File: config.mk
export PLATFORM = sky130hd
export DESIGN_NAME = uart_8250_rx
export DESIGN_NICKNAME = d
export VERILOG_FILES = /design/src/rtl/uart_8250_rx.sv
export SDC_FILE = /design/constraint.sdc
export NUM_CORES = 1
export LEC_CHECK = 0
export CORE_AREA = 2 2 80 82
export DETAILED_ROUTE_END_ITERATION = 8
export DIE_AREA = 0 0 82 84
export GPL_TIMING_DRIVEN = 0
export PLACE_DENSITY = 0.95
export SYNTH_ARGS = -nofsm -noshare
export SYNTH_HDL_FRONTEND = slang
export SYNTH_SLANG_ARGS = --single-unit
File: constraint.sdc
create_clock -name CLK_I -period 6.1 [get_ports CLK_I]
set_input_delay 1.83 -clock CLK_I [delete_from_list [all_inputs] [get_ports CLK_I]]
set_output_delay 1.83 -clock CLK_I [all_outputs]
set_load 0.02 [all_outputs]
File: src/rtl/uart_8250_rx.sv
// ---------------------------------------------------------------------------
// uart_8250_rx
//
// Serial receive front end of an 8250-compatible UART. The asynchronous RX
// line is synchronised, oversampled 16x from the shared baud divisor, and
// deframed (5..8 data bits, optional parity, first stop bit checked). Each
// character and its error flags land in a one-entry holding register that
// is drained over a valid/ready handshake.
//
// Ports
//   CLK_I      in   1   system clock
//   RST_I      in   1   asynchronous active-high reset
//   RX_I       in   1   serial line (idle 1), asynchronous to CLK_I
//   DIVISOR_I  in  16   clocks per oversample tick (0 behaves as 1)
//   LCR_I      in   5   [1:0] word length 5..8, [3] parity enable,
//                       [4] even parity, [2] ignored
//   DATA_O     out  8   received character, LSB aligned, upper bits 0
//   PE_O       out  1   parity error for DATA_O
//   FE_O       out  1   framing error (stop bit sampled 0)
//   BI_O       out  1   break indication for DATA_O
//   VALID_O    out  1   holding register full
//   READY_I    in   1   consumer accepts when VALID_O & READY_I
//   OE_O       out  1   one-clock pulse when a completed frame is dropped
//   BUSY_O     out  1   receiver FSM not idle
// ---------------------------------------------------------------------------
module uart_8250_rx #(
    parameter int OVERSAMPLE = 16
) (
    input  logic        CLK_I,
    input  logic        RST_I,
    input  logic        RX_I,
    input  logic [15:0] DIVISOR_I,
    input  logic [4:0]  LCR_I,
    output logic [7:0]  DATA_O,
    output logic        PE_O,
    output logic        FE_O,
    output logic        BI_O,
    output logic        VALID_O,
    input  logic        READY_I,
    output logic        OE_O,
    output logic        BUSY_O
);

    // Last oversample tick of a bit; the mid-bit sample points 7/8/9 are
    // fixed and assume 16 ticks per bit.
    localparam logic [3:0] OS_LAST = 4'(OVERSAMPLE - 1);

    localparam logic [2:0] ST_IDLE    = 3'd0;
    localparam logic [2:0] ST_START   = 3'd1;
    localparam logic [2:0] ST_DATA    = 3'd2;
    localparam logic [2:0] ST_PARITY  = 3'd3;
    localparam logic [2:0] ST_STOP    = 3'd4;
    localparam logic [2:0] ST_BRKWAIT = 3'd5;

    // LCR bit 2 (stop-bit count) does not matter to the receiver.
    logic lcr_unused;
    assign lcr_unused = LCR_I[2];

    // -----------------------------------------------------------------------
    // Two-flop synchroniser, idle level 1
    // -----------------------------------------------------------------------
    logic rx_meta_reg;
    logic rx_s_reg;

    always_ff @(posedge CLK_I or posedge RST_I) begin
        if (RST_I) begin
            rx_meta_reg <= 1'b1;
            rx_s_reg    <= 1'b1;
        end else begin
            rx_meta_reg <= RX_I;
            rx_s_reg    <= rx_meta_reg;
        end
    end

    // -----------------------------------------------------------------------
    // Oversample tick generator
    // -----------------------------------------------------------------------
    logic [2:0]  state_reg;
    logic [2:0]  state_next;
    logic [15:0] tick_cnt_reg;
    logic [15:0] div_max;
    logic        tick;
    logic        start_det;

    assign div_max   = (DIVISOR_I == 16'd0) ? 16'd0 : (DIVISOR_I - 16'd1);
    // ">=" rather than "==" so that lowering the divisor while the counter
    // is above the new limit wraps at once instead of running 64k clocks.
    assign tick      = (tick_cnt_reg >= div_max);
    assign start_det = (state_reg == ST_IDLE) && !rx_s_reg;

    always_ff @(posedge CLK_I or posedge RST_I) begin
        if (RST_I) begin
            tick_cnt_reg <= 16'd0;
        end else if (start_det || tick) begin
            // Clearing on the start edge aligns the bit grid to the edge.
            tick_cnt_reg <= 16'd0;
        end else begin
            tick_cnt_reg <= tick_cnt_reg + 16'd1;
        end
    end

    // -----------------------------------------------------------------------
    // Deframing FSM
    // -----------------------------------------------------------------------
    logic [3:0] os_cnt_reg,  os_cnt_next;
    logic [2:0] bit_cnt_reg, bit_cnt_next;
    logic [7:0] shift_reg,   shift_next;
    logic       par_bit_reg, par_bit_next;
    logic       pe_reg,      pe_next;
    logic       samp7_reg,   samp7_next;
    logic       samp8_reg,   samp8_next;
    logic [1:0] wlen_reg,    wlen_next;
    logic       par_en_reg,  par_en_next;
    logic       even_reg,    even_next;

    logic       vote;
    logic       mid_tick;
    logic       end_tick;
    logic [2:0] last_bit;
    logic       par_calc;
    logic       frame_done;
    logic       fe_now;
    logic       bi_now;

    // 2-of-3 majority of the samples at os_cnt 7, 8 and the live one at 9.
    assign vote     = (samp7_reg & samp8_reg) | (samp7_reg & rx_s_reg) |
                      (samp8_reg & rx_s_reg);
    assign mid_tick = tick && (os_cnt_reg == 4'd9);
    assign end_tick = tick && (os_cnt_reg == OS_LAST);
    // Word length 5..8 means the last data bit index is 4 + wlen.
    assign last_bit = {1'b1, wlen_reg};
    // XOR over data and received parity bit: 0 when the count of 1s is even.
    assign par_calc = (^shift_reg) ^ vote;

    always_comb begin
        state_next   = state_reg;
        os_cnt_next  = os_cnt_reg;
        bit_cnt_next = bit_cnt_reg;
        shift_next   = shift_reg;
        par_bit_next = par_bit_reg;
        pe_next      = pe_reg;
        samp7_next   = samp7_reg;
        samp8_next   = samp8_reg;
        wlen_next    = wlen_reg;
        par_en_next  = par_en_reg;
        even_next    = even_reg;
        frame_done   = 1'b0;
        fe_now       = 1'b0;
        bi_now       = 1'b0;

        // Bit-time bookkeeping shared by every state that walks a bit.
        if ((state_reg != ST_IDLE) && (state_reg != ST_BRKWAIT) && tick) begin
            os_cnt_next = os_cnt_reg + 4'd1;
            if (os_cnt_reg == 4'd7) begin
                samp7_next = rx_s_reg;
            end
            if (os_cnt_reg == 4'd8) begin
                samp8_next = rx_s_reg;
            end
        end

        case (state_reg)
            ST_IDLE: begin
                if (!rx_s_reg) begin
                    // Latch the line format so a mid-frame LCR write is
                    // harmless; clear per-frame state so unused data bits
                    // read back as 0 and PE stays 0 without parity.
                    state_next   = ST_START;
                    os_cnt_next  = 4'd0;
                    bit_cnt_next = 3'd0;
                    shift_next   = 8'd0;
                    par_bit_next = 1'b0;
                    pe_next      = 1'b0;
                    wlen_next    = LCR_I[1:0];
                    par_en_next  = LCR_I[3];
                    even_next    = LCR_I[4];
                end
            end

            ST_START: begin
                if (mid_tick && vote) begin
                    // Line back high mid start bit: noise, not a frame.
                    state_next = ST_IDLE;
                end else if (end_tick) begin
                    state_next = ST_DATA;
                end
            end

            ST_DATA: begin
                if (mid_tick) begin
                    shift_next[bit_cnt_reg] = vote;
                end
                if (end_tick) begin
                    if (bit_cnt_reg == last_bit) begin
                        state_next = par_en_reg ? ST_PARITY : ST_STOP;
                    end else begin
                        bit_cnt_next = bit_cnt_reg + 3'd1;
                    end
                end
            end

            ST_PARITY: begin
                if (mid_tick) begin
                    par_bit_next = vote;
                    // Even parity expects XOR 0, odd parity expects XOR 1.
                    pe_next      = (par_calc != ~even_reg);
                end
                if (end_tick) begin
                    state_next = ST_STOP;
                end
            end

            ST_STOP: begin
                // The frame is complete at the stop-bit centre; the second
                // half is not waited out so back-to-back frames still work.
                if (mid_tick) begin
                    frame_done = 1'b1;
                    fe_now     = ~vote;
                    bi_now     = ~vote && (shift_reg == 8'd0) &&
                                 (!par_en_reg || !par_bit_reg);
                    state_next = bi_now ? ST_BRKWAIT : ST_IDLE;
                end
            end

            ST_BRKWAIT: begin
                // A break reports one character; hold off until the line
                // is released so the low level is not seen as new starts.
                if (rx_s_reg) begin
                    state_next = ST_IDLE;
                end
            end

            default: begin
                state_next = ST_IDLE;
            end
        endcase
    end

    always_ff @(posedge CLK_I or posedge RST_I) begin
        if (RST_I) begin
            state_reg   <= ST_IDLE;
            os_cnt_reg  <= 4'd0;
            bit_cnt_reg <= 3'd0;
            shift_reg   <= 8'd0;
            par_bit_reg <= 1'b0;
            pe_reg      <= 1'b0;
            samp7_reg   <= 1'b1;
            samp8_reg   <= 1'b1;
            wlen_reg    <= 2'd0;
            par_en_reg  <= 1'b0;
            even_reg    <= 1'b0;
        end else begin
            state_reg   <= state_next;
            os_cnt_reg  <= os_cnt_next;
            bit_cnt_reg <= bit_cnt_next;
            shift_reg   <= shift_next;
            par_bit_reg <= par_bit_next;
            pe_reg      <= pe_next;
            samp7_reg   <= samp7_next;
            samp8_reg   <= samp8_next;
            wlen_reg    <= wlen_next;
            par_en_reg  <= par_en_next;
            even_reg    <= even_next;
        end
    end

    // -----------------------------------------------------------------------
    // Holding register and handshake
    // -----------------------------------------------------------------------
    logic [7:0] hold_data_reg;
    logic       hold_pe_reg;
    logic       hold_fe_reg;
    logic       hold_bi_reg;
    logic       valid_reg;
    logic       oe_reg;

    always_ff @(posedge CLK_I or posedge RST_I) begin
        if (RST_I) begin
            hold_data_reg <= 8'd0;
            hold_pe_reg   <= 1'b0;
            hold_fe_reg   <= 1'b0;
            hold_bi_reg   <= 1'b0;
            valid_reg     <= 1'b0;
            oe_reg        <= 1'b0;
        end else begin
            oe_reg <= 1'b0;
            if (frame_done) begin
                // A register being drained this cycle counts as empty.
                if (!valid_reg || READY_I) begin
                    hold_data_reg <= shift_reg;
                    hold_pe_reg   <= pe_reg;
                    hold_fe_reg   <= fe_now;
                    hold_bi_reg   <= bi_now;
                    valid_reg     <= 1'b1;
                end else begin
                    oe_reg <= 1'b1;
                end
            end else if (valid_reg && READY_I) begin
                valid_reg <= 1'b0;
            end
        end
    end

    assign DATA_O  = hold_data_reg;
    assign PE_O    = hold_pe_reg;
    assign FE_O    = hold_fe_reg;
    assign BI_O    = hold_bi_reg;
    assign VALID_O = valid_reg;
    assign OE_O    = oe_reg;
    assign BUSY_O  = (state_reg != ST_IDLE);

endmodule
==> Flow_metrics.wiki <==
{| class="wikitable"
! Metric !! Value
|-
| Type of the worst min-delay path || reg -> reg
|-
| Floorplan die width || ~82 um
|-
| Most frequent cells after synthesis || sky130_fd_sc_hd__nand2_1, sky130_fd_sc_hd__dfrtp_1, sky130_fd_sc_hd__nor2_1, sky130_fd_sc_hd__ha_1, sky130_fd_sc_hd__xnor2_1
|-
| Share of flip-flops with an asynchronous set or reset || 1.00
|-
| Worst setup SP type || primary input
|-
| WL/cell || 17.0 um
|-
| Setup crit end kind || register
|-
| P per Cell Area || 310 nW/um^2
|-
| Post-CTS clock slew at the launch and capture registers of the worst setup and hold paths || roughly 0.070 ns
|-
| Share of post-route cells with drive strength above 1 || 0.124
|-
| Die height || 84 um
|-
| Count of unresolved DRC violations after routing || 0
|-
| Number of vias in the routed layout || about 3.1k
|-
| Final worst-path cycle share || 0.976
|-
| Leak pwr || between 2 and 2.5 nW
|-
| Number of violations reported at the end of detailed-routing iteration 0 || ~340
|-
| Initial core utilization || 0.602
|-
| #FFs+latches synth || 57
|-
| Clock latency on the worst-skew pair || 0.34 ns
|-
| Number of nets produced by synthesis || approximately 430
|-
| Ports || 39
|-
| Routed WL || slightly below 9000 um
|-
| Final hold violation count || 0
|-
| Number of buffers added by the clock tree synthesis step || 9
|-
| Final min period || between 5 and 6 ns
|-
| Leading cell type by number of instances after synthesis || sky130_fd_sc_hd__nand2_1
|-
| Clock tree from TritonCTS || done
|-
| Final antenna-violating net count || 0
|-
| Post-Synthesis Cell Area || around 3700 um^2
|-
| Via density per instance || roughly 6.0
|-
| Slew at the pin closest to its max-slew limit || 0.798 ns
|-
| Most common flop cell mapped by yosys || sky130_fd_sc_hd__dfrtp_1
|-
| Number of clock sinks || 57
|-
| Count of yosys warnings during synthesis || 0
|-
| Yosys top cell by area || sky130_fd_sc_hd__dfrtp_1
|-
| Global-route wire length before repair || 14400 um
|-
| Critical path data required time || about 6.3 ns
|-
| Maximum level of the CTS H-tree || 3
|-
| Number of flip-flops in the largest register || 16
|-
| Critical path start-end classification || in -> reg
|-
| Top cells by area in the synthesized netlist || sky130_fd_sc_hd__dfrtp_1, sky130_fd_sc_hd__ha_1, sky130_fd_sc_hd__nand2_1
|-
| EDFF count, synth || 0
|-
| Post-layout instance count excluding filler cells || approximately 510
|-
| Cell at the root of the clock tree || sky130_fd_sc_hd__clkbuf_8
|-
| Placed instance count || ~500
|-
| Maximum net fanout on the critical path || 10
|-
| GPL Wtd Cong || ~0.85
|-
| Core area || about 6100 um^2
|-
| Number of global-route vias before repair || roughly 3k
|-
| Reported max-cap violation count || 0
|-
| Final-report max-slew violation count || 0
|-
| RSZ-0062 raised after global routing || no
|-
| Largest net degree at the start of global routing || 36
|-
| I/O Buffers || 37
|-
| Number of failing setup endpoints in the final timing report || 0
|-
| Highest Clock Rate || 168 MHz
|-
| Initial antenna violation count || 0
|-
| Number of core rows || 29
|-
| Netlist cell types || slightly above 50
|-
| Sum of overflow across all layers after global routing || 0
|-
| Outcome || completed
|-
| Area enclosed by the die boundary || around 7000 um^2
|-
| Hold buffer count at cts || 0
|-
| Clock Path Buffers || 2
|-
| Sum of net half-perimeters after detailed placement || a little over 6000 um
|-
| Part of the Yosys area used for sequential elements || 0.390
|-
| Mean instance size in the synthesized netlist || approximately 9.6 um^2
|-
| Area growth from synthesis to layout || 20.3%
|-
| Max Clock Skew || approximately 0.0095 ns
|-
| Overall track demand over capacity in global routing || 0.275
|-
| Antenna fix cells || 0
|-
| Max VDD drop || 0.000203 V
|-
| Critical path arrival || roughly 6.2 ns
|-
| Portion of synthesized cell area occupied by the leading cell type || 0.361
|-
| Cell count after synthesis || around 380
|-
| Detailed-routing iteration count for the pre-antenna-repair pass || 6
|-
| Number of nets in the final layout || roughly 490
|-
| Final-layout worst hold slack || 0.361 ns
|-
| Headroom to the max-slew limit || 0.464
|}
[per-layer routing]
metal | vias up | routed length (um) | GRT usage
met5 | - | 0 | 0
met4 | 0 | 286 | 0.130
met1 | 1506 | 3580 | 0.346
li1 | 1439 | - | -
met2 | 129 | 4390 | 0.449
met3 | 29 | 495 | 0.0498
[repair_timing]
action | in CTS | in global routing
endpoints found under the setup margin | 31 | 37
gates resized for setup | 1 | 11
pin swaps | 2 | 0
cloned | 0 | 0
buffers inserted | 2 | 0
[per-stage QoR]
| stage | total power, mW | setup TNS [ns] | cell area [um^2] | worst slack, ns | util |
|---|---|---|---|---|---|
| 2_1_floorplan | 0.870 | 0 | 3670 | 0.369 | - |
| 3_3_place_gp | 0.949 | -13.09 | 4140 | -0.498 | 0.679 |
| 3_5_place_dp | 0.994 | -22.74 | 4160 | -0.697 | 0.682 |
| 4_1_cts | 1.36 | 0 | 4370 | 0.0252 | 0.717 |
| 5_1_grt | 1.46 | 0 | 4420 | 0.0218 | 0.724 |
| 6_report | 1.37 | 0 | 4420 | 0.145 | 0.724 |
[critical path, stage by stage]
cell and delay [ns]:
sky130_fd_sc_hd__clkdlybuf4s50_1 0.50, sky130_fd_sc_hd__or4_4 0.57, sky130_fd_sc_hd__nor4_4 0.17, sky130_fd_sc_hd__nor2b_4 0.20, sky130_fd_sc_hd__nand4b_1 0.16, sky130_fd_sc_hd__clkbuf_2 0.24
sky130_fd_sc_hd__nand2_1 0.13, sky130_fd_sc_hd__ha_1 0.18, sky130_fd_sc_hd__nand4_2 0.11, sky130_fd_sc_hd__or3_1 0.44, sky130_fd_sc_hd__or4_1 0.53, sky130_fd_sc_hd__buf_2 0.18
sky130_fd_sc_hd__and3_1 0.18, sky130_fd_sc_hd__buf_2 0.19, sky130_fd_sc_hd__a2111oi_0 0.45, sky130_fd_sc_hd__a221oi_1 0.09
[power by group]
part / switching [mW] / leakage, nW / internal (mW)
sequential: 0.0920 / 0.685 / 0.465
clock: 0.149 / 0.102 / 0.207
combinational: 0.244 / 1.35 / 0.212
[kinds of logic after synthesis]
family | count (synthesis) | synth area share
and+or+nand+nor | 165 | 0.224
DFF | 57 | 0.390
xor gates and xnor gates | 36 | 0.0859
AOI/OAI and AO/OA | 35 | 0.0733
buffers and inverters | 32 | 0.0382
muxes | 30 | 0.0968
adders and majority gates | 27 | 0.0921
[area by class of cell]
type,count,area (um^2)
clock buffers,12,155
multi-input cells,293,2140
plain buffers,14,76.3
flip-flops and latches,57,1430
inverters,18,67.6
clock inverters,3,40.0
repair buffers,40,405
well taps,77,96.3
fillers,385,1680
[cell usage in the layout, fill, tap and decap left out, drive strengths merged, types with 2 or more instances in the layout]
master / count
nand2: 56
mux2i: 16
clkbuf: 21
o21a: 3
or2: 3
dfstp: 4
o21ai: 5
a21oi: 8
xnor2: 19
ha: 27
dfrtp: 53
clkdlybuf4s50: 37
nand4b: 5
nand2b: 3
and3: 9
a2111oi: 2
nor4: 5
or3: 7
xor2: 17
mux2: 14
nor3: 9
buf: 8
a22o: 2
clkinv: 2
or4: 2
nor2: 32
a211oi: 2
nor2b: 7
nand4: 10
nand3: 14
a21o: 2
a31oi: 2
inv: 18
[worst paths after layout]
path / cells after the start / from / slack (ns) / end
min in group asynchronous: 2 / RST_I / 1.84 / tick_cnt_reg[13]
max: 16 / DIVISOR_I[7] / 0.15 / state_reg[2]
max in group asynchronous: 3 / RST_I / 3.69 / bit_cnt_reg[1]
min reg2reg: 0 / rx_meta_reg / 0.36 / rx_s_reg
min: 0 / rx_meta_reg / 0.36 / rx_s_reg
max reg2reg: 9 / tick_cnt_reg[13] / 3.01 / state_reg[2]
Power figures use the tool's default switching activity.
